**src/rtl/shape_processor_cmd_queue.sv**
```systemverilog
// shape_processor_cmd_queue: buffers SFR commands in a FIFO and sequences one shape_processor access at a time.
// Optional SHAPE_CMDQ_ERR_FLUSH_EN: an access that reports error discards every queued command.
module shape_processor_cmd_queue #(
    parameter int DEPTH = 4
) (
    input  logic                    clk,
    input  logic                    rst_n,
    input  logic                    cmd_valid,
    output logic                    cmd_ready,
    input  logic                    cmd_is_read,
    input  logic [31:0]             cmd_data,
    output logic                    rsp_valid,
    input  logic                    rsp_ready,
    output logic [31:0]             rsp_data,
    output logic                    rsp_error,
    output logic                    write,
    output logic [31:0]             write_data,
    output logic                    read,
    input  logic [31:0]             read_data,
    input  logic                    error,
    output logic [$clog2(DEPTH):0]  level
);
    localparam int AW = $clog2(DEPTH);
    localparam logic [AW:0] FULL_CNT = (AW+1)'(DEPTH);

    typedef enum logic [1:0] {IDLE, ISSUE, SAMPLE, RESP} state_t;

    state_t        state_q, state_d;
    logic [32:0]   mem_q [DEPTH];
    logic [AW-1:0] wr_ptr_q, rd_ptr_q;
    logic [AW:0]   count_q;
    logic          cur_is_read_q;
    logic [31:0]   write_data_q, rsp_data_q;
    logic          rsp_error_q;
    logic          push, pop, flush, empty;
    logic [32:0]   head;

    assign empty = count_q == '0;
    assign head  = mem_q[rd_ptr_q];

`ifdef SHAPE_CMDQ_ERR_FLUSH_EN
    assign cmd_ready = (count_q != FULL_CNT) && (state_q != SAMPLE);
    assign flush     = (state_q == SAMPLE) && error;
`else
    assign cmd_ready = count_q != FULL_CNT;
    assign flush     = 1'b0;
`endif

    assign push = cmd_valid && cmd_ready;
    assign pop  = !empty && (state_q == IDLE || (state_q == RESP && rsp_ready));

    always_ff @(posedge clk or negedge rst_n) begin
        if (!rst_n) begin
            wr_ptr_q <= '0;
            rd_ptr_q <= '0;
            count_q  <= '0;
        end else begin
            if (push) wr_ptr_q <= wr_ptr_q + AW'(1);
            rd_ptr_q <= flush ? wr_ptr_q : rd_ptr_q + AW'(pop);
            count_q  <= flush ? '0 : count_q + (AW+1)'(push) - (AW+1)'(pop);
        end
    end

    // Storage needs no reset: entries are only read once counted as occupied.
    always_ff @(posedge clk) begin
        if (push) mem_q[wr_ptr_q] <= {cmd_is_read, cmd_data};
    end

    always_comb begin
        state_d = state_q;
        unique case (state_q)
            IDLE:   state_d = empty ? IDLE : ISSUE;
            ISSUE:  state_d = SAMPLE;
            SAMPLE: state_d = RESP;
            RESP:   state_d = !rsp_ready ? RESP : (empty ? IDLE : ISSUE);
        endcase
    end

    always_ff @(posedge clk or negedge rst_n) begin
        if (!rst_n) begin
            state_q       <= IDLE;
            cur_is_read_q <= 1'b0;
            write_data_q  <= '0;
            rsp_data_q    <= '0;
            rsp_error_q   <= 1'b0;
        end else begin
            state_q <= state_d;
            if (pop) begin
                cur_is_read_q <= head[32];
                if (!head[32]) write_data_q <= head[31:0];
            end
            if (state_q == SAMPLE) begin
                rsp_data_q  <= cur_is_read_q ? read_data : '0;
                rsp_error_q <= error;
            end
        end
    end

    assign write      = (state_q == ISSUE) && !cur_is_read_q;
    assign read       = (state_q == ISSUE) && cur_is_read_q;
    assign write_data = write_data_q;
    assign rsp_valid  = state_q == RESP;
    assign rsp_data   = rsp_data_q;
    assign rsp_error  = rsp_error_q;
    assign level      = count_q;

endmodule
```
**config.mk**
```make
export PLATFORM = sky130hd
export DESIGN_NAME = shape_processor_cmd_queue
export DESIGN_NICKNAME = d
export VERILOG_FILES = /design/src/rtl/shape_processor_cmd_queue.sv
export SDC_FILE = /design/constraint.sdc
export NUM_CORES = 1
export LEC_CHECK = 0
export CAP_MARGIN = 10
export CORE_MARGIN = 2
export CORE_UTILIZATION = 56
export DETAILED_ROUTE_END_ITERATION = 16
export PLACE_DENSITY_LB_ADDON = 0.15
export REMOVE_ABC_BUFFERS = 1
export SETUP_SLACK_MARGIN = 0.1
export SYNTH_ARGS = -nofsm -noshare
export SYNTH_HDL_FRONTEND = slang
export SYNTH_SLANG_ARGS = --single-unit
```
**constraint.sdc**
```tcl
create_clock -name clk -period 5.7 [get_ports clk]
set_input_delay 0.855 -clock clk [delete_from_list [all_inputs] [get_ports clk]]
set_output_delay 0.855 -clock clk [all_outputs]
set_load 0.02 [all_outputs]
```
==> impl_metrics.env <==
export IMPL_fin_tns_setup_ns=0
export IMPL_cts_buffer_depth=3
export IMPL_syn_avg_cell_area_um2=18.1
export IMPL_globalRouteMet2Util_pct=34.3
export IMPL_antenna_found_initial=0
export IMPL_critPathKind="reg2out"
export IMPL_gr_total_overflow=0
export IMPL_r2r_start="rd_ptr_q[1]"
export IMPL_die_w_um=122
export IMPL_seq_area_um2=5840
export IMPL_pwr_density_cell_nw_per_um2=549
export IMPL_holdWs_ns=0.483
export IMPL_final_hold_viol_count=0
export IMPL_portBuffers=141
export IMPL_critPathLaunchType="flip-flop"
export IMPL_slowest_stage="dfrtp_1"
export IMPL_wirelength_um=14200
export IMPL_row_count=43
export IMPL_dpl_hpwl_um=8320
export IMPL_nets=653
export IMPL_critical_path_startpoint="cur_is_read_q"
export IMPL_die_area_um2=14900
export IMPL_critPathMaxFanout=35
export IMPL_drc=0
export IMPL_vias_per_cell=5.42
export IMPL_setup_viol=0
export IMPL_slew_headroom_pct=30.4
export IMPL_drive_above_1_share_pct=18.3
export IMPL_wire_per_inst_um=18.5
export IMPL_root_buffer="clkbuf_16"
export IMPL_synthArstFlopShare_pct=36.2
export IMPL_timing_fmax_ghz=0.314
export IMPL_die_height_um=122
export IMPL_min_delay_start="rsp_data[11]"
export IMPL_max_cap_violations=0
export IMPL_ir_worst_vdd_mv=0.315
export IMPL_synth_ff_type="edfxtp_1"
export IMPL_use_met3_pct=3.84
export IMPL_final_antenna_net_count=0
export IMPL_vias=4170
export IMPL_critPathRequiredTime_ns=4.85
export IMPL_tightest_slew_ns=1.04
export IMPL_postCtsSetupRepairBufs=0
export IMPL_multi_input_area_um2=1820
export IMPL_fill_cells=869
export IMPL_first_pass_iters=4
export IMPL_finalCritPeriodShare_pct=55.8
export IMPL_insertion_delay_ns=0.48
export IMPL_leakagePower_nw=3.67
export IMPL_grt_first_pass_wirelength_um=22600
export IMPL_first_iter_violations=250
export IMPL_cp_arrival_ns=2.33
export IMPL_syn_area_um2=7790
export IMPL_htreeDepth=1
export IMPL_cts_resized=0
export IMPL_synth_seq_cells=207
export IMPL_yosys_warnings=0
export IMPL_initial_core_util_pct=56.8
export IMPL_ctsHoldBuffers=0
export IMPL_cts_tree="built"
export IMPL_final_cell_mix="clkdlybuf4s50_1 (140), edfxtp_1 (132), dfrtp_1 (73)"
export IMPL_grt_max_degree=76
export IMPL_grt_busiest_layer="met2"
export IMPL_hold_class="reg2reg"
export IMPL_final_common_cell="clkdlybuf4s50_1"
export IMPL_synth_edf_count=132
export IMPL_yosysSeqAreaShare_pct=75.0
export IMPL_rsz0062_at_grt="no"
export IMPL_grt_pass1_vias=4342
export IMPL_skew_ns=0.0152
export IMPL_ios=142
export IMPL_cts_made_buffers=21
export IMPL_core_um2=13700
export IMPL_finalCriticalPeriod_ns=3.18
export IMPL_status="completed"
export IMPL_clk_pin_slew_ns=0.06
export IMPL_cts_sinks=207
export IMPL_gp_congestion=0.725
export IMPL_track_usage_pct=20.0
export IMPL_area_growth_pct=27.9
export IMPL_postSynthCellCount=431
export IMPL_end_kind="output pin"
export IMPL_path_cells="and2_1 > clkdlybuf4s50_1"
export IMPL_critical_path_max_stage_delay_ns=1.03
export IMPL_met1_usage_pct=26.6
export IMPL_yosys_cell_types_count=25
export IMPL_finalMaxSlewViolations=0
worst paths after layout:
path | to | slack (ns) | cells past startpoint
setup / recovery | read | 2.52 | 2
hold / removal | rsp_data[11] | 0.48 | 2
setup reg to reg | write_data[30] | 3.14 | 4
hold reg to reg | rsp_data[11] | 0.48 | 2
max in group asynchronous | rd_ptr_q[0] | 4.42 | 1
min in group asynchronous | write_data[23] | 0.54 | 1
worst max-delay path, delay by kind of cell (launching register included):
kind,cells,cell delay [ns]
buf+inv,1,0.60
simple gates,1,0.24
flops,1,1.03
layer usage:
metal	share of wire, %	routed length [µm]
met5	0	0
met4	1.3	184
met3	7.9	1120
met2	51	7220
met1	40	5710
state kept, by name (all words and copies together) (netlist names):
signal,cells
wr_ptr_q,2
state_q,2
rsp_error,1
rd_ptr_q,2
cur_is_read_q,1
rsp_data,32
write_data,32
mem_q,132
level,3
cell families after synthesis:
kind of cell	after synthesis	synth area share [%]
flip-flops	207	75.0
XOR/XNOR	4	0.450
multiplexers	68	14.6
AND/OR/NAND/NOR	82	4.60
buffers and inverters	28	1.74
adder cells (fa/ha/maj)	8	1.38
AO/OA/AOI/OAI	34	2.22
power breakdown:
group	internal, mW	switching (mW)	leakage (nW)
clock network	0.717	0.518	0.313
logic	0.979	0.928	1.22
registers	2.06	0.267	2.13
stage by stage:
step / setup slack (ns) / instance area, µm² / util, % / instances / power, mW
2_1_floorplan: 1.98 / 7670 / - / 409 / 3.47
3_5_place_dp: 2.50 / 9330 / 68.0 / 732 / 4.29
3_3_place_gp: 2.58 / 9330 / 68.0 / 732 / 4.23
5_1_grt: 2.35 / 9960 / 72.6 / 769 / 5.79
4_1_cts: 2.50 / 9960 / 72.6 / 769 / 5.55
6_report: 2.52 / 9960 / 72.6 / 770 / 5.47
Yosys cell counts (2+ instances only):
master      n  area [µm²]
and2_1      3        18.8
and3_1      4        25.0
buf_1       3        11.3
buf_6       4        45.0
clkbuf_1   15        56.3
dfrtp_1    75        1880
edfxtp_1  132        3960
ha_1        7        87.6
inv_1       6        22.5
mux2_2     34         383
mux4_2     33         743
nand2_1    67         251
nand2b_1    2        12.5
nor3_1      2        10.0
o21ai_0    32         160
xnor2_1     3        26.3
layout make-up:
class	count	area share, %
Antenna cell	1	0.0251
Clock buffer	29	5.88
Inverter	6	0.226
Sequential cell	207	58.7
Tap cell	180	2.26
Timing Repair Buffer	143	14.3
Multi-Input combinational cell	196	18.2
Clock inverter	8	0.414
Note: power is estimated with default switching activity, not from simulation.
